File: src/rtl/cluster_req_sync_pkg.sv
// Shared defaults, mask types and sizing helpers for the cluster request
// broadcaster and completion merger.
package cluster_req_sync_pkg;

    localparam int unsigned DefaultNrClusters     = 4;
    localparam int unsigned NrVFUs                = 8;
    localparam int unsigned DefaultNrUnits        = NrVFUs;
    localparam int unsigned DefaultReqWidth       = 128;
    localparam int unsigned DefaultMaxOutstanding = 4;
    localparam int unsigned DefaultTimeoutCycles  = 1024;

    typedef logic [DefaultNrClusters-1:0] cluster_mask_t;
    typedef logic [NrVFUs-1:0]            vfu_mask_t;

    // Width of a counter that must represent 0..max_count inclusive.
    function automatic int unsigned count_width(input int unsigned max_count);
        return $clog2(max_count + 1);
    endfunction

endpackage

File: src/rtl/cluster_req_sync_if.sv
// Request fork / completion merge bundle between the CVA6 side (master)
// and the cluster synchroniser (slave).
interface cluster_req_sync_if
    import cluster_req_sync_pkg::*;
#(
    parameter int unsigned NrClusters     = DefaultNrClusters,
    parameter int unsigned ReqWidth       = DefaultReqWidth,
    parameter int unsigned NrUnits        = DefaultNrUnits,
    parameter int unsigned MaxOutstanding = DefaultMaxOutstanding
);

    logic                                      req_valid_i;
    logic                                      req_ready_o;
    logic [ReqWidth-1:0]                       req_data_i;
    logic [NrClusters-1:0]                     cluster_en_i;
    logic [NrClusters-1:0]                     clu_req_valid_o;
    logic [NrClusters-1:0]                     clu_req_ready_i;
    logic [ReqWidth-1:0]                       clu_req_data_o;
    logic [NrClusters*NrUnits-1:0]             compl_i;
    logic [NrClusters-1:0]                     retire_i;
    logic [NrUnits-1:0]                        compl_sync_o;
    logic [count_width(MaxOutstanding)-1:0]    outstanding_o;
    logic                                      busy_o;
    logic                                      timeout_o;

    modport slave (
        input  req_valid_i, req_data_i, cluster_en_i, clu_req_ready_i, compl_i, retire_i,
        output req_ready_o, clu_req_valid_o, clu_req_data_o, compl_sync_o,
               outstanding_o, busy_o, timeout_o
    );

    modport master (
        output req_valid_i, req_data_i, cluster_en_i, clu_req_ready_i, compl_i, retire_i,
        input  req_ready_o, clu_req_valid_o, clu_req_data_o, compl_sync_o,
               outstanding_o, busy_o, timeout_o
    );

endinterface

File: src/rtl/cluster_compl_merge.sv
// One completion lane: per-cluster pending bits and the all-clusters-seen
// fire condition. Pulses from disabled clusters are ignored.
module cluster_compl_merge #(
    parameter int unsigned NrClusters = 4
) (
    input  logic                  clk,
    input  logic                  rst_n,
    input  logic [NrClusters-1:0] en,
    input  logic [NrClusters-1:0] pulse,
    output logic                  fire
);

    logic [NrClusters-1:0] pending_q;
    logic [NrClusters-1:0] pending_d;
    logic [NrClusters-1:0] hit;

    // An empty mask would make every lane fire forever, so it never fires.
    always_comb begin
        hit       = pending_q | pulse | ~en;
        fire      = (&hit) & (|en);
        pending_d = pending_q | (pulse & en);
        if (fire) begin
            pending_d = '0;
        end
    end

    always_ff @(posedge clk) begin
        if (!rst_n) begin
            pending_q <= '0;
        end else begin
            pending_q <= pending_d;
        end
    end

endmodule

File: src/rtl/cluster_req_sync.sv
// Broadcasts accelerator requests to the enabled clusters and merges their
// completions. Optional watchdog: define CLUSTER_REQ_SYNC_TIMEOUT_EN.
module cluster_req_sync
    import cluster_req_sync_pkg::*;
#(
    parameter int unsigned NrClusters     = DefaultNrClusters,
    parameter int unsigned ReqWidth       = DefaultReqWidth,
    parameter int unsigned NrUnits        = DefaultNrUnits,
    parameter int unsigned MaxOutstanding = DefaultMaxOutstanding,
    parameter int unsigned TimeoutCycles  = DefaultTimeoutCycles
) (
    input logic               clk_i,
    input logic               rst_ni,
    cluster_req_sync_if.slave bus
);

    localparam int unsigned           CntWidth = count_width(MaxOutstanding);
    localparam logic [CntWidth-1:0]   MaxCount = CntWidth'(MaxOutstanding);

    if (NrClusters < 1 || NrUnits < 1 || ReqWidth < 1 ||
        MaxOutstanding < 1 || TimeoutCycles < 1) begin : g_bad_params
        $error("cluster_req_sync: parameter out of range");
    end

    logic [NrClusters-1:0] en_q;
    logic [NrClusters-1:0] sent_q;
    logic [NrClusters-1:0] sent_d;
    logic [NrClusters-1:0] done;
    logic [NrClusters-1:0] fork_valid;
    logic [NrClusters-1:0] fork_hs;
    logic [CntWidth-1:0]   outstanding_q;
    logic [CntWidth-1:0]   outstanding_d;
    logic                  credit_ok;
    logic                  accept;
    logic                  busy;
    logic                  retire_fire;
    logic [NrUnits:0]      fire;
    logic [NrUnits-1:0]    compl_sync_q;

    // Lanes 0..NrUnits-1 merge unit completions; the last lane merges retires.
    for (genvar u = 0; u <= NrUnits; u++) begin : g_lane
        logic [NrClusters-1:0] lane_pulse;
        for (genvar c = 0; c < NrClusters; c++) begin : g_gather
            if (u < NrUnits) begin : g_unit
                assign lane_pulse[c] = bus.compl_i[c*NrUnits+u];
            end else begin : g_retire
                assign lane_pulse[c] = bus.retire_i[c];
            end
        end
        cluster_compl_merge #(
            .NrClusters(NrClusters)
        ) u_merge (
            .clk  (clk_i),
            .rst_n(rst_ni),
            .en   (en_q),
            .pulse(lane_pulse),
            .fire (fire[u])
        );
    end

    always_comb begin
        credit_ok   = (outstanding_q < MaxCount) && (en_q != '0);
        fork_valid  = {NrClusters{bus.req_valid_i & credit_ok}} & en_q & ~sent_q;
        fork_hs     = fork_valid & bus.clu_req_ready_i;
        done        = sent_q | bus.clu_req_ready_i | ~en_q;
        accept      = bus.req_valid_i & credit_ok & (&done);
        sent_d      = sent_q | fork_hs;
        if (accept) begin
            sent_d = '0;
        end
        busy        = (outstanding_q != '0) || (sent_q != '0);
        retire_fire = fire[NrUnits];
        outstanding_d = outstanding_q;
        case ({accept, retire_fire})
            2'b10:   outstanding_d = outstanding_q + 1'b1;
            2'b01:   if (outstanding_q != '0) outstanding_d = outstanding_q - 1'b1;
            default: outstanding_d = outstanding_q;
        endcase
    end

    // The mask also holds on a lone cluster handshake so sent_q never
    // refers to a cluster that was enabled under a different mask.
    always_ff @(posedge clk_i) begin
        if (!rst_ni) begin
            en_q          <= '1;
            sent_q        <= '0;
            outstanding_q <= '0;
            compl_sync_q  <= '0;
        end else begin
            if (!busy && !accept && (fork_hs == '0)) begin
                en_q <= bus.cluster_en_i;
            end
            sent_q        <= sent_d;
            outstanding_q <= outstanding_d;
            compl_sync_q  <= fire[NrUnits-1:0];
        end
    end

    retire_underflow: assert property (@(posedge clk_i) disable iff (!rst_ni)
        !(retire_fire && !accept && (outstanding_q == '0)));

`ifdef CLUSTER_REQ_SYNC_TIMEOUT_EN
    localparam int unsigned TimerWidth = count_width(TimeoutCycles);

    logic [TimerWidth-1:0] timer_q;
    logic                  timeout_q;

    // Counts cycles a partially forked request waits; flag is sticky.
    always_ff @(posedge clk_i) begin
        if (!rst_ni) begin
            timer_q   <= '0;
            timeout_q <= 1'b0;
        end else if ((sent_q != '0) && !accept) begin
            if (timer_q != TimerWidth'(TimeoutCycles)) begin
                timer_q <= timer_q + 1'b1;
            end
            if (timer_q == TimerWidth'(TimeoutCycles - 1)) begin
                timeout_q <= 1'b1;
            end
        end else begin
            timer_q <= '0;
        end
    end

    assign bus.timeout_o = timeout_q;
`else
    assign bus.timeout_o = 1'b0;
`endif

    assign bus.req_ready_o     = accept;
    assign bus.clu_req_valid_o = fork_valid;
    assign bus.clu_req_data_o  = bus.req_data_i;
    assign bus.compl_sync_o    = compl_sync_q;
    assign bus.outstanding_o   = outstanding_q;
    assign bus.busy_o          = busy;

endmodule

File: src/flat_wrapper.sv
// flat-port wrapper written by rule: the top's interface ports become plain ports
module cluster_req_sync_flat import cluster_req_sync_pkg::*;
#(
    parameter int unsigned NrClusters     = DefaultNrClusters,
    parameter int unsigned ReqWidth       = DefaultReqWidth,
    parameter int unsigned NrUnits        = DefaultNrUnits,
    parameter int unsigned MaxOutstanding = DefaultMaxOutstanding,
    parameter int unsigned TimeoutCycles  = DefaultTimeoutCycles
)
  (clk_i, rst_ni, bus_req_valid_i, bus_req_data_i, bus_cluster_en_i, bus_clu_req_ready_i, bus_compl_i, bus_retire_i, bus_req_ready_o, bus_clu_req_valid_o, bus_clu_req_data_o, bus_compl_sync_o, bus_outstanding_o, bus_busy_o, bus_timeout_o);
  cluster_req_sync_if #(.NrClusters(NrClusters), .ReqWidth(ReqWidth), .NrUnits(NrUnits), .MaxOutstanding(MaxOutstanding)) bus_i ();
  input logic clk_i;
  input logic rst_ni;
  input wire logic [$bits(bus_i.req_valid_i)-1:0] bus_req_valid_i;
  input wire logic [$bits(bus_i.req_data_i)-1:0] bus_req_data_i;
  input wire logic [$bits(bus_i.cluster_en_i)-1:0] bus_cluster_en_i;
  input wire logic [$bits(bus_i.clu_req_ready_i)-1:0] bus_clu_req_ready_i;
  input wire logic [$bits(bus_i.compl_i)-1:0] bus_compl_i;
  input wire logic [$bits(bus_i.retire_i)-1:0] bus_retire_i;
  output wire logic [$bits(bus_i.req_ready_o)-1:0] bus_req_ready_o;
  output wire logic [$bits(bus_i.clu_req_valid_o)-1:0] bus_clu_req_valid_o;
  output wire logic [$bits(bus_i.clu_req_data_o)-1:0] bus_clu_req_data_o;
  output wire logic [$bits(bus_i.compl_sync_o)-1:0] bus_compl_sync_o;
  output wire logic [$bits(bus_i.outstanding_o)-1:0] bus_outstanding_o;
  output wire logic [$bits(bus_i.busy_o)-1:0] bus_busy_o;
  output wire logic [$bits(bus_i.timeout_o)-1:0] bus_timeout_o;
  assign bus_i.req_valid_i = bus_req_valid_i;
  assign bus_i.req_data_i = bus_req_data_i;
  assign bus_i.cluster_en_i = bus_cluster_en_i;
  assign bus_i.clu_req_ready_i = bus_clu_req_ready_i;
  assign bus_i.compl_i = bus_compl_i;
  assign bus_i.retire_i = bus_retire_i;
  assign bus_req_ready_o = bus_i.req_ready_o;
  assign bus_clu_req_valid_o = bus_i.clu_req_valid_o;
  assign bus_clu_req_data_o = bus_i.clu_req_data_o;
  assign bus_compl_sync_o = bus_i.compl_sync_o;
  assign bus_outstanding_o = bus_i.outstanding_o;
  assign bus_busy_o = bus_i.busy_o;
  assign bus_timeout_o = bus_i.timeout_o;
  cluster_req_sync #(.NrClusters(NrClusters), .ReqWidth(ReqWidth), .NrUnits(NrUnits), .MaxOutstanding(MaxOutstanding), .TimeoutCycles(TimeoutCycles)) u_core (.clk_i(clk_i), .rst_ni(rst_ni), .bus(bus_i));
endmodule
File: config.mk
export PLATFORM = sky130hd
export DESIGN_NAME = cluster_req_sync_flat
export DESIGN_NICKNAME = d
export VERILOG_FILES = /design/src/rtl/cluster_req_sync_pkg.sv /design/src/rtl/cluster_req_sync_if.sv /design/src/rtl/cluster_compl_merge.sv /design/src/rtl/cluster_req_sync.sv /design/src/flat_wrapper.sv
export SDC_FILE = /design/constraint.sdc
export NUM_CORES = 1
export LEC_CHECK = 0
export BUFFER_PORTS_ARGS = -buffer_cell sky130_fd_sc_hd__buf_2
export CAP_MARGIN = 10
export CORE_AREA = 4 4 124 126
export CTS_BUF_LIST = sky130_fd_sc_hd__clkbuf_16
export CTS_CLUSTER_DIAMETER = 120
export DETAILED_ROUTE_END_ITERATION = 6
export DIE_AREA = 0 0 128 130
export PLACE_DENSITY = 0.6
export SYNTH_ARGS = -nofsm -noshare
export SYNTH_HDL_FRONTEND = slang
export SYNTH_SLANG_ARGS = --single-unit
File: constraint.sdc
create_clock -name clk_i -period 2.5 [get_ports clk_i]
set_input_delay 0.125 -clock clk_i [delete_from_list [all_inputs] [get_ports clk_i]]
set_output_delay 0.125 -clock clk_i [all_outputs]
set_load 0.02 [all_outputs]
* After elaboration in Yosys (flattened, before gate mapping)
Index checks and enable logic that the tools add are counted.
Cells by class: add/subtract/negate cells 2, reductions and logical operators 33, div/mod/pow operators 0, shift operators 0, multipliers 0, muxes and demuxes 2, $lt $le $gt $ge 1, bitwise logic cells 56, eq/ne operators 3
Operator list (number):
- $or 4x4->4 | 30
- $and 4x4->4 | 12
- $reduce_and 4->1 | 10
- $reduce_or 2->1 | 10
- $and 1x1->1 | 11
- $not 4->4 | 2
- $reduce_bool 4->1 | 2
- $pmux 3 s2 | 1
- $logic_not 4->1 | 1
- $reduce_or 4->1 | 1
- $add 3x1->3 const B | 1
- $logic_and 1x1->1 | 3
- $lt 3x3->1 const B | 1
- $mux 3 | 1
- $reduce_bool 3->1 | 1
- $sub 3x1->3 const B | 1
- $eq 2x1->1 const B | 1
- $eq 2x2->1 const B | 1
- $logic_not 1->1 | 2
- $ne 2x1->1 const B | 1
- $reduce_and 2->1 | 1
- $reduce_bool 2->1 | 1
- $logic_or 1x1->1 | 1
- $not 1->1 | 1
Storage, ports and cells: word-level logic and storage cells 110, bits of input ports 175, ROM bits 0, output and inout bits 146, bits in writable memories 0, register bits 55, memories kept 0, latch bits 0

* Depth between registers and ports, before layout
Gate-level depths: netlist of the first run.
depth in word-level cells 8, mapped depth 11, depth with buffers taken out 10

* Hierarchy
Synthesis of the first run repeated with hierarchy kept, for this count alone.
Second synthesis, totals: cells, all modules 421, area, all modules 3603.5 um^2
Modules (own cells, without submodules):
- cluster_req_sync | cells an instance 223, times used 1, area each 1869.3 um^2, sequential area each 380.4 um^2
- cluster_compl_merge | cells an instance 22, times used 9, area each 192.7 um^2, sequential area each 80.1 um^2

* Worst setup path after synthesis of the first run
OpenSTA, ideal clock, no wires.
path kind register to register, from reg u_core.outstanding_q[2] (netlist: u_core.bus.outstanding_o[2]), to reg u_core.outstanding_q[2] (netlist: u_core.bus.outstanding_o[2]), setup slack -0.096 ns, path buffers 1, stages on the path, launching flop included 11, period minus slack after synthesis 2.596 ns, setup time 0.079 ns, arrival time 2.517 ns, required time 2.421 ns, cell sequence dfxtp_1 > or3b_1 > buf_4 > or3_4 > inv_2 > nor2_1 > fa_1 > nor2_1 > nand2_1 > or4_1 > o211ai_1
Between the ends: longest elaborated chain between the ends 7, elaborated cells between the ends (all ways) 14, classes of those cells add/sub (2); order compare (1); eq/ne (3); mux (2); bitwise (2); reduce/logical (4)
RTL lines:
- start, declared | line cluster_req_sync.sv:31 | logic [CntWidth-1:0] outstanding_q;
- start signal, assigned | line cluster_req_sync.sv:94 | outstanding_q <= outstanding_d;
- $lt 3x3->1 (*) | line cluster_req_sync.sv:62 | credit_ok = (outstanding_q < MaxCount) && (en_q != '0);
- $logic_and 1x1->1 (*) | line cluster_req_sync.sv:62
- $and 1x1->1 (*) (2 in a row) | line cluster_req_sync.sv:66 | accept = bus.req_valid_i & credit_ok & (&done);
- named net bus_req_ready_o | line flat_wrapper.sv:20 | output wire logic [$bits(bus_i.req_ready_o)-1:0] bus_req_ready_o;
- $eq 2x1->1 / $eq 2x2->1 (equally long branches) | line cluster_req_sync.sv:74 | case ({accept, retire_fire})
- $ne 2x1->1 (no line) / $reduce_bool 2->1 (equally long branches)
- $reduce_and 2->1 (no line)
The timed path passes the listed nets; every way through them passes the cells marked *. The select of a mux whose other input is x is not followed. A chain may end at the register's enable or synchronous reset.

* Worst setup path in the final report of the first run
from reg u_core.en_q[3], to reg u_core.outstanding_q[2] (netlist: u_core.bus.outstanding_o[2])
Between the ends: longest elaborated chain between the ends 7, elaborated cells between the ends (all ways) 17, classes of those cells eq/ne (3); mux (1); bitwise (6); reduce/logical (7)
RTL lines:
- start, declared | line cluster_req_sync.sv:25 | logic [NrClusters-1:0] en_q;
- start signal, assigned | line cluster_req_sync.sv:91 | en_q <= bus.cluster_en_i;
- $reduce_bool 4->1 / $not 4->4 (equally long branches) | line cluster_req_sync.sv:62, cluster_compl_merge.sv:19, cluster_req_sync.sv:65
- $logic_and 1x1->1 (tied with other cells) | line cluster_req_sync.sv:62
- $and 1x1->1 (tied with other cells) | line cluster_req_sync.sv:66
- $and 1x1->1 (on tied branches) | line cluster_req_sync.sv:66, cluster_compl_merge.sv:20
- $eq 2x1->1 / $eq 2x2->1 (equally long branches) | line cluster_req_sync.sv:74
- $ne 2x1->1 (no line) / $reduce_bool 2->1 (equally long branches)
- $reduce_and 2->1 (no line)
Several ways; a longest one is shown, not always the timed one.

==> results of run 1 <==
-- what timing repair did --
item | CTS | global route
buffers inserted | 0 | 0
gates resized for setup | 0 | 5
hold endpoints to repair | 0 | 0
endpoints found under the setup margin | 0 | 1
-- layer usage --
metal,wire [µm],share of wire
met1,3047,0.31
met2,4753,0.49
met3,1643,0.17
met4,263,0.027
met5,27,0.0028
-- worst paths after layout --
check,to,cells past startpoint
worst min register to register,u_core.g_lane[6].u_merge.pending_q[0],2
worst max-delay path,u_core.bus.outstanding_o[2],10
worst max register to register,u_core.bus.outstanding_o[2],10
worst min-delay path,u_core.g_lane[0].u_merge.pending_q[1],3
-- area by class of cell --
| type | count | area [µm²] | share of cell area |
|---|---|---|---|
| multi-input combinational | 215 | 1109 | 0.3718 |
| sequential | 55 | 1107 | 0.3714 |
| timing repair buffer | 72 | 382.9 | 0.1284 |
| tap | 184 | 230.2 | 0.07721 |
| clock buffer | 5 | 125.1 | 0.04196 |
| inverter | 3 | 16.27 | 0.005455 |
| clock inverter | 2 | 8.758 | 0.002937 |
| antenna | 1 | 2.502 | 0.0008393 |
-- cells in the mapped netlist --
cell         n  area share
buf_4      130        0.30
nor2_1      90        0.10
dfxtp_1     55        0.34
a21oi_1     41       0.063
a22oi_1     16       0.037
nand2_1     16       0.019
clkbuf_1    10       0.012
nor2b_1     10       0.019
o21ai_0      8       0.012
mux2i_1      6       0.019
nand2b_1     6       0.012
buf_2        4      0.0062
nor4_1       3      0.0058
o22ai_1      3      0.0058
a22o_1       2      0.0054
a2bb2oi_1    2      0.0054
inv_1        2      0.0023
conb_1       1      0.0012
fa_1         1      0.0062
inv_2        1      0.0012
nand3_1      1      0.0015
nor3_1       1      0.0015
o211ai_1     1      0.0023
o21ba_2      1      0.0031
o311a_1      1      0.0031
or3_1        1      0.0019
or3_4        1      0.0035
or3b_1       1      0.0027
or4_1        1      0.0023
xnor2_1      1      0.0027
-- stage by stage --
stage                     hold slack, ps  setup WS, ps
final                              80.01         140.8
after global routing               97.75         25.90
after CTS                          82.28         24.22
after detailed placement           250.1         41.51
after global placement             250.1         81.97
after floorplan                    263.7         1.966
-- registers in the layout, indices dropped and copies added (netlist names) --
signal / cells
u_core.g_lane.u_merge.pending_q: 36
u_core.bus.compl_sync_o: 8
u_core.bus.outstanding_o: 3
u_core.sent_q: 4
u_core.en_q: 4
-- cells by family (layout without fill, tap and decap cells) --
logic type,Yosys count,after routing,synth area share
AND/OR/NAND/NOR,131,131,0.1727
other,1,2,0.001155
AO/OA/AOI/OAI,75,75,0.1376
multiplexers,6,6,0.01850
buffers and inverters,147,82,0.3219
flip-flops,55,55,0.3392
adder cells (fa/ha/maj),1,1,0.006168
XOR/XNOR,1,1,0.002699
-- critical path, stage by stage (launching register included) --
cell	delay [ps]
dfxtp_2	360
nor4_2	50
or3b_1	360
or3_4	420
inv_6	80
nor2_1	50
fa_2	340
nor2_1	90
nand2_1	50
or4_1	400
o211ai_1	100
-- power groups by stage --
stage	sequential (mW)	combinational, mW	clock, mW
2_1_floorplan	1.10	0.709	0
3_3_place_gp	1.09	0.624	0
3_5_place_dp	1.09	0.623	0
4_1_cts	1.07	0.625	0.668
5_1_grt	1.09	0.708	0.705
6_report	1.08	0.621	0.649
==> key figures, run 1 <==
Power
  – Overall power after layout: roughly 2.3 mW
  – Combinational cell fraction of total power: 0.265
  – P per Cell Area: 786.8 mW/mm²
  – Sequential share of power: 0.458
  – Fraction of power consumed by the clock network: 0.277
  – Internal power summed over all cells: ~1.6 mW
  – Switching part of the total power: 0.3076
  – Cell leakage power: approximately 1.3 nW
  – Maximum vdd ir drop: between 0.0003 and 0.0004 V
  – NetSw: about 0.72 mW

Clocking
  – Total CTS buffers: 5
  – Clock slew at the register clock pins of the worst setup and hold paths: approximately 70 ps
  – Clock insertion delay at the later pin of the skew report: approximately 280 ps
  – H-tree Lvls: 2
  – Number of sinks handled by clock tree synthesis: 55
  – TritonCTS clock tree: yes
  – # hold bufs at CTS: 0
  – Maximum number of buffers from clock root to sink: 2
  – Clock Tree Root: clkbuf_16

Critical path
  – Required time of the worst setup path: roughly 2700 ps
  – Worst setup path start: u_core.en_q[3]
  – CP Data Arrival Time: about 2600 ps
  – Type of the worst setup path: reg2reg
  – CP Launch Type: register
  – Critical path peak fanout: 5
  – Worst-case register-to-register setup slack: approximately 140 ps
  – Crit path capture type: register
  – Crit Reg-Reg Startpoint: u_core.en_q[3]

STA
  – Max Fclk: ~420 MHz
  – Setup violations, final: 0
  – Post-Route Skew: between 3 and 4 ps
  – Final critical path time including I/O delays and setup: approximately 2400 ps
  – Final worst path period share: 0.9437
  – Final total negative setup slack: 0 ps
  – Tightest slew margin relative to the limit: 0.6678
  – Total count of hold-check failures in the final report: 0
  – Slew at the pin closest to its max-slew limit: slightly below 500 ps
  – Max-slew violations: 0
  – Setup repair after global routing missed its margin: no

Detailed routing
  – Count of vias placed by the detailed router: roughly 2300
  – DRT Pass-1 Iters: 4
  – Number of vias per cell: 4.263
  – Average wire length per cell after detail routing: roughly 18 µm
  – Routed Antenna Nets: 0
  – Detailed router's first-iteration violation count: 94
  – Final wirelength: between 9 and 10 mm
  – Detailed-route DRC error count: 0

Job
  – Max Cap Violations: 0

GRT
  – Pin count of the biggest net entering global routing: 27
  – Met1 usage: 0.09883
  – Overflow left after global routing: 0
  – Top Usage Layer GRT: met2
  – Global-route wire length before repair: approximately 14 mm
  – Number of global-route vias before repair: 2222
  – Antenna violations before repair: 3
  – Met2 usage in global routing: 0.1922
  – Tot GR Track Use: 0.1095
  – Met3 track utilization from global routing: 0.07859

Die
  – Starting Density: 0.2267
  – Horizontal die dimension: 128 µm
  – Die span in y: between 100 and 150 µm
  – Core Box Area: roughly 0.014 mm²
  – Floorplan die area: about 0.017 mm²
  – Number of placement rows: 44
  – I/O Pins: about 320

Placed design
  – Placement-stage cell area: ~0.0028 mm²
  – Global placement routability congestion: about 0.77
  – Placed cells: between 500 and 600
  – IO buf count: 63
  – Half-perimeter wire length after detailed placement: 8.044 mm

Layout
  – Final net count: approximately 530
  – Final core occ: 0.2083
  – Count of placed standard cells in the final layout, fillers left out: 537
  – Highest-count cells in the layout ignoring fill and taps: 90 x nor2_1, 63 x buf_2, 50 x dfxtp_1
  – Share of post-route cells with drive strength above 1: 0.2500
  – Layout filler cell count: between 1500 and 2000
  – Commonest non-fill, non-tap cell in the layout: nor2_1
  – Post-Layout Inst Area: 0.002982 mm²
  – Layout overhead on the synthesized area: -8.134%

Synthesis
  – Synth Register Bits: 55
  – Number of instances in the synthesized netlist: around 420
  – Mean cell area of the mapped netlist: about 7.8 µm²
  – Number of nets produced by synthesis: between 500 and 600
  – Library cells used by synthesis: 30
  – Yosys warning total: 0
  – Post-Syn Area: ~0.0032 mm²
  – Sequential fraction of the synthesis area: 0.3392

Worst hold path
  – Start point of the worst min-delay path: bus_compl_i[8]
  – Type of the most critical hold path: in2reg

Run status
  – Outcome: finished clean
(Power assumes the default switching activity.)
==> run 2: changes to the inputs <==
BUFFER_PORTS_ARGS = unset   (was -buffer_cell sky130_fd_sc_hd__buf_2)
CORE_AREA = 4 4 123 125   (was 4 4 124 126)
DIE_AREA = 0 0 127 129   (was 0 0 128 130)
DONT_BUFFER_PORTS = 1   (was unset)
PLACE_DENSITY = 0.4   (was 0.6)
==> run 2 against run 1 <==
Compared with the run above:
- utilization grew 2.0 points
- global-route usage grew 0.84 points
- critical endpoint unchanged
- power grew 9.9%
- non-clock buffer count shrank 17
- largest cell class unchanged
- sequential power is essentially flat
- combinational power shrank 5.3%
- clock skew grew 1.8 ps
==> key figures, run 2 (synthesis results as in run 1) <==
Run status
  – Outcome: finished clean

STA
  – Total count of hold-check failures in the final report: 0 (unchanged)
  – Post-route worst setup slack: 120.3 ps (-20.50 ps)
  – Final worst path period share: 0.9519 (+0.008201)
  – Max-slew violations: 0 (unchanged)
  – Final-layout worst hold slack: 17.13 ps (-62.89 ps)
  – Setup violations, final: 0 (unchanged)
  – Tightest slew margin relative to the limit: 0.6711 (+0.003369)
  – Post-Route Skew: 5.543 ps (+1.805 ps)
  – Final critical path time including I/O delays and setup: 2380 ps (+20.50 ps)
  – Slew at the pin closest to its max-slew limit: 488.1 ps (-5.002 ps)
  – Final total negative setup slack: 0 ps (unchanged)
  – Setup repair after global routing missed its margin: no
  – Max Fclk: 420.2 MHz (-0.86%)

Die
  – Starting Density: 0.2338 (+0.007072)
  – Horizontal die dimension: 127 µm (-0.78%)
  – Number of placement rows: 43 (-2.3%)
  – Floorplan die area: 0.01638 mm² (-1.5%)
  – Die span in y: 129 µm (-0.77%)
  – Core Box Area: 0.01388 mm² (-3.0%)
  – I/O Pins: 321 (unchanged)

Worst hold path
  – Type of the most critical hold path: in2reg
  – Start point of the worst min-delay path: bus_cluster_en_i[3]

Layout
  – Largest reg by FF count: u_core.g_lane.u_merge.pending_q
  – Number of diodes added for antenna fixing: 0 (-1)
  – Final core occ: 0.2280 (+0.01966)
  – Layout filler cell count: 1561 (-3.4%)
  – Share of post-route cells with drive strength above 1: 0.09226 (-0.1577)
  – Final net count: 511 (-3.2%)
  – Commonest non-fill, non-tap cell in the layout: nor2_1
  – Highest-count cells in the layout ignoring fill and taps: 90 x nor2_1, 51 x dfxtp_1, 41 x a21oi_1, 41 x dlygate4sd3_1
  – Number of flip-flops in the largest register: 36 (unchanged)
  – Layout overhead on the synthesized area: -2.506%

Power
  – Overall power after layout: 2.579 mW (+9.9%)
  – P per Cell Area: 814.9 mW/mm² (+3.6%)
  – Maximum vdd ir drop: 0.0003713 V (+2.7%)
  – Cell leakage power: 1.248 nW (-3.5%)

GRT
  – Number of global-route vias before repair: 2308 (+3.9%)
  – Pin count of the biggest net entering global routing: 22 (-19%)
  – Antenna violations before repair: 0 (-3)
  – Global-route wire length before repair: 14.70 mm (+8.0%)
  – Tot GR Track Use: 0.1179 (+0.008426)
  – Overflow left after global routing: 0 (unchanged)

Placed design
  – Dpl ws: 63.67 ps (+22.16 ps)
  – IO buf count: 0 (-100%)
  – Half-perimeter wire length after detailed placement: 7.703 mm (-4.2%)
  – Global placement routability congestion: 0.7812 (+1.9%)

Clocking
  – H-tree Lvls: 2 (unchanged)
  – Clock Tree Root: clkbuf_16
  – Total CTS buffers: 5 (unchanged)
  – Clock slew at the register clock pins of the worst setup and hold paths: 70 ps (about the same)
  – TritonCTS clock tree: yes
  – Setup Fix Bufs, Post-CTS: 0 (unchanged)
  – Maximum number of buffers from clock root to sink: 2 (unchanged)
  – Clock insertion delay at the later pin of the skew report: 290 ps (about the same)
  – Number of sinks handled by clock tree synthesis: 55 (unchanged)

Detailed routing
  – DRT Pass-1 Iters: 4 (unchanged)
  – Routed Antenna Nets: 0 (unchanged)
  – Detailed router's first-iteration violation count: 87 (-7.4%)
  – Final wirelength: 10.26 mm (+5.4%)
  – Number of vias per cell: 4.432 (+4.0%)
  – Average wire length per cell after detail routing: 19.88 µm (+9.7%)
  – Count of vias placed by the detailed router: 2287 (-0.087%)
  – Detailed-route DRC error count: 0 (unchanged)

Critical path
  – Worst-case register-to-register setup slack: 120 ps (-20 ps)
  – Worst setup path start: u_core.en_q[1]
  – Reg2reg end: u_core.bus.outstanding_o[2]
  – Critical path peak fanout: 3 (-2)
  – Crit Reg-Reg Startpoint: u_core.en_q[1]
  – Worst r2r path cells: 10 (unchanged)
  – CP Data Arrival Time: 2590 ps (+20 ps)
  – Critical path destination: u_core.bus.outstanding_o[2]
  – Type of the worst setup path: reg2reg
  – CP Launch Type: register
  – Crit path capture type: register
  – Required time of the worst setup path: 2710 ps (about the same)

Job
  – Max Cap Violations: 0 (unchanged)
-- run 2: changes by cell type in the layout (fill, tap and decap cells not counted), sizes merged --
cell         change
buf             -58
bufinv           +2
clkinvlp         +1
diode            -1
clkinv           -2
dlygate4sd3     +41
-- run 2: worst max-delay path, stage by stage, from the launching register on --
cell and delay, ps:
dfxtp_1 350, nor4_2 70, or3b_1 370, or3_4 440, inv_6 60, nor2_1 50
fa_2 340, nor2_1 90, nand2_1 50, or4_1 390, o211ai_1 100
-- run 2: layout make-up --
| class | count | area [µm²] | area share |
|---|---|---|---|
| Inverter | 3 | 16.27 | 0.005140 |
| Sequential cell | 55 | 1106 | 0.3495 |
| Multi-Input combinational cell | 215 | 1109 | 0.3503 |
| Tap cell | 180 | 225.2 | 0.07117 |
| Clock buffer | 5 | 125.1 | 0.03954 |
| Clock inverter | 3 | 67.56 | 0.02135 |
| Timing Repair Buffer | 55 | 515.5 | 0.1629 |
-- run 2: power by group --
| part | internal [mW] | leakage, nW | total (mW) | switching, mW |
|---|---|---|---|---|
| Clock | 0.574 | 0.0900 | 0.889 | 0.316 |
| Sequential | 1.01 | 0.454 | 1.10 | 0.0934 |
| Combinational | 0.262 | 0.703 | 0.588 | 0.326 |
-- run 2: worst min-delay path by stage --
stage                     cells after the start  slack, ps                      end
after floorplan                               2        260         u_core.sent_q[1]
after global placement                        0        250  bus_clu_req_data_o[109]
after detailed placement                      0        250  bus_clu_req_data_o[109]
after CTS                                     2         10           u_core.en_q[2]
after global routing                          2         20           u_core.en_q[1]
final                                         2         20           u_core.en_q[3]
-- run 2: per-layer routing --
| metal | track usage | routed length (µm) | up-vias |
|---|---|---|---|
| li1 | - | - | 1069 |
| met1 | 0.1168 | 3339 | 1011 |
| met2 | 0.1952 | 4893 | 165 |
| met3 | 0.08178 | 1745 | 42 |
| met4 | 0.04290 | 281 | 0 |
| met5 | 0.005882 | 0 | - |
-- run 2: per-stage QoR --
step                std cells  cell area, µm²
floorplan                 417            3252
global placement          467            2555
detailed placement        467            2555
CTS                       516            3158
global route              516            3164
finish                    516            3164
-- run 2: timing repair --
item	in CTS	in global routing
hold buffers	41	0
endpoints found under the hold margin	43	0
setup endpoints to repair	0	1
gates resized for setup	0	4
==> run 3: changes to the inputs <==
CORE_AREA = 4 4 124 126   (was 4 4 123 125)
DIE_AREA = 0 0 128 130   (was 0 0 127 129)
PLACE_DENSITY = unset   (was 0.4)
clock period = 2.7 ns   (was 2.5 ns; I/O delays follow)
==> run 3 against run 2 <==
Compared with the run above:
- the run now ends with negative hold slack left
- via count up 1.5%
- power down 15%
- worst setup slack better by 51 ps
- combinational power down 10%
- non-clock buffer count down 13
- final cell count down 1.7%
- fmax down 5.9%
- utilization down 1.9 points
- critical path type unchanged
- clock power down 28%
- sequential power down 7%
- highest routed layer unchanged
- first-iteration DRC count up 53%
- global-route usage up 0.077 points
==> key figures, run 3 (synthesis results as in run 1) <==
Critical path
  – CP cell instances: nor4_2 > or3b_1 > or3_4 > inv_2 > nor2_1 > fa_1 > nor2_1 > nand2_1 > or4_1 > o211ai_1
  – Required time of the worst setup path: 2910 ps (+200 ps)
  – CP Data Arrival Time: 2740 ps (+150 ps)
  – CP Launch Type: register
  – Worst r2r path cells: 10 (unchanged)
  – Most common cell type on the critical path: nor2_1
  – Crit Reg-Reg Startpoint: u_core.en_q[3]
  – Slowest cell on crit path: or3_4
  – Longest individual stage delay on the worst path: 440 ps (about the same)
  – Critical path peak fanout: 6 (+3)
  – Type of the worst setup path: reg2reg
  – Worst setup path start: u_core.en_q[3]
  – Crit path capture type: register
  – Worst-case register-to-register setup slack: 170 ps (+50 ps)
  – Reg2reg end: u_core.bus.outstanding_o[2]

Layout
  – Layout filler cell count: 1583 (+1.4%)
  – Largest reg by FF count: u_core.g_lane.u_merge.pending_q
  – Final net count: 498 (-2.5%)
  – Commonest non-fill, non-tap cell in the layout: nor2_1
  – Area used by sequential logic in the layout: 0.001101 mm² (-0.45%)
  – Footprint of the multi-input gates: 0.001106 mm² (-0.23%)
  – Number of diodes added for antenna fixing: 0 (unchanged)
  – Highest-count cells in the layout ignoring fill and taps: 90 x nor2_1, 55 x dfxtp_1, 41 x a21oi_1
  – Share of post-route cells with drive strength above 1: 0.07121 (-0.02105)
  – Count of placed standard cells in the final layout, fillers left out: 507 (-1.7%)
  – Layout overhead on the synthesized area: -8.019%
  – Number of flip-flops in the largest register: 36 (unchanged)

Die
  – Number of placement rows: 44 (+2.3%)
  – Core Box Area: 0.01431 mm² (+3.1%)
  – I/O Pins: 321 (unchanged)
  – Horizontal die dimension: 128 µm (+0.79%)
  – Starting Density: 0.2267 (-0.007072)
  – Die span in y: 130 µm (+0.78%)
  – Floorplan die area: 0.01664 mm² (+1.6%)

Worst hold path
  – Endpoint of the worst hold path: u_core.g_lane[6].u_merge.pending_q[0]
  – Worst hold path depth: 2 (unchanged)
  – Type of the most critical hold path: in2reg
  – Start point of the worst min-delay path: bus_compl_i[6]

GRT
  – Antenna violations before repair: 0 (unchanged)
  – Global-route wire length before repair: 14.67 mm (-0.19%)
  – Pin count of the biggest net entering global routing: 27 (+23%)
  – Tot GR Track Use: 0.1187 (+0.0007743)
  – Overflow left after global routing: 0 (unchanged)
  – Number of global-route vias before repair: 2414 (+4.6%)

Run status
  – Outcome: complete, but fails checks
  – Violations in the final reports: negative hold slack

Clocking
  – Setup Fix Bufs, Post-CTS: 0 (unchanged)
  – Number of sinks handled by clock tree synthesis: 55 (unchanged)
  – Total CTS buffers: 5 (unchanged)
  – Clock slew at the register clock pins of the worst setup and hold paths: 70 ps (about the same)
  – Maximum number of buffers from clock root to sink: 2 (unchanged)
  – # hold bufs at CTS: 30 (-27%)
  – H-tree Lvls: 2 (unchanged)
  – Gates resized, CTS repair: 0 (unchanged)
  – Clock Tree Root: clkbuf_16
  – TritonCTS clock tree: yes
  – Clock insertion delay at the later pin of the skew report: 290 ps (about the same)

Placed design
  – Placed cells: 468 (+0.21%)
  – Global placement routability congestion: 0.8478 (+8.5%)
  – Dpl ws: 193.6 ps (+129.9 ps)
  – IO buf count: 0 (unchanged)
  – Half-perimeter wire length after detailed placement: 7.997 mm (+3.8%)

Detailed routing
  – Average wire length per cell after detail routing: 20.49 µm (+3.1%)
  – Count of vias placed by the detailed router: 2321 (+1.5%)
  – DRT Pass-1 Iters: 4 (unchanged)
  – Number of vias per cell: 4.578 (+3.3%)
  – Detailed router's first-iteration violation count: 133 (+53%)
  – Routed Antenna Nets: 0 (unchanged)
  – Final wirelength: 10.39 mm (+1.3%)
  – Detailed-route DRC error count: 0 (unchanged)

STA
  – Max Fclk: 395.5 MHz (-5.9%)
  – Setup violations, final: 0 (unchanged)
  – Post-Route Skew: 3.967 ps (-1.575 ps)
  – Slew at the pin closest to its max-slew limit: 529.7 ps (+41.54 ps)
  – Total count of hold-check failures in the final report: 3 (+3)
  – Setup repair after global routing missed its margin: no
  – Max-slew violations: 0 (unchanged)
  – Final-layout worst hold slack: -2.973 ps (-20.10 ps)
  – Final critical path time including I/O delays and setup: 2529 ps (+148.9 ps)
  – Final worst path period share: 0.9365 (-0.01535)
  – Final total negative setup slack: 0 ps (unchanged)
  – Post-route worst setup slack: 171.4 ps (+51.06 ps)
  – Tightest slew margin relative to the limit: 0.6432 (-0.02799)

Power
  – P per Cell Area: 731.1 mW/mm² (-10%)
  – Cell leakage power: 1.181 nW (-5.4%)
  – Combinational cell fraction of total power: 0.242 (+0.014)
  – Switching part of the total power: 0.3127 (+0.02758)
  – NetSw: 0.6825 mW (-7.2%)
  – Overall power after layout: 2.183 mW (-15%)
  – Sequential share of power: 0.466 (+0.039)
  – Internal power summed over all cells: 1.500 mW (-19%)
  – Maximum vdd ir drop: 0.0003465 V (-6.7%)
  – Fraction of power consumed by the clock network: 0.291 (-0.054)

Job
  – Max Cap Violations: 0 (unchanged)
[run 3: cell count changes in the layout (fill, tap and decap cells not counted)]
cell,before,now
inv_2,0,1
clkinv_2,0,2
dlygate4sd3_1,41,31
dfxtp_1,51,55
buf_4,14,11
fa_1,0,1
fa_2,1,0
clkinvlp_4,1,0
bufinv_16,2,0
dfxtp_2,4,0
[run 3: power by group through the flow]
stage                     Combinational (mW)  Clock [mW]  Sequential, mW
after global placement                 0.474           0            1.03
after floorplan                        0.655           0            1.02
after global routing                   0.594       0.698            1.03
after CTS                              0.532       0.647            1.02
final                                  0.529       0.636            1.02
after detailed placement               0.490           0            1.04
[run 3: per-layer routing]
| metal | track usage | wire length [µm] |
|---|---|---|
| met1 | 0.09816 | 2870 |
| met2 | 0.2215 | 5530 |
| met3 | 0.08146 | 1669 |
| met4 | 0.04370 | 320 |
| met5 | 0 | 0 |
[run 3: cell type report]
type | count | area share
Clock buffer | 5 | 0.04191
Clock inverter | 3 | 0.006287
Inverter | 3 | 0.003772
Multi-Input combinational cell | 215 | 0.3705
Sequential cell | 55 | 0.3688
Tap cell | 184 | 0.07712
Timing Repair Buffer | 42 | 0.1316
[run 3: worst max-delay path by stage]
stage,to,cells after the start
after detailed placement,u_core.bus.outstanding_o[2],10
final,u_core.bus.outstanding_o[2],10
after global placement,u_core.bus.outstanding_o[2],10
after global routing,u_core.bus.outstanding_o[2],10
after floorplan,u_core.bus.outstanding_o[2],10
after CTS,u_core.bus.outstanding_o[2],10
[run 3: worst max-delay path, delay by kind of cell, from the launching register on]
kind	cells	cell delay, ps
AO/OA/AOI/OAI	1	100
adder cells (fa/ha/maj)	1	390
buffers and inverters	1	60
flip-flops	1	360
AND/OR/NAND/NOR	7	1530
[run 3: stage by stage]
| step | util | instance area [µm²] |
|---|---|---|
| finish | 0.2086 | 2985 |
| global route | 0.2086 | 2985 |
| CTS | 0.2079 | 2975 |
| detailed placement | 0.1768 | 2531 |
| global placement | 0.1768 | 2531 |
| floorplan | - | 3246 |
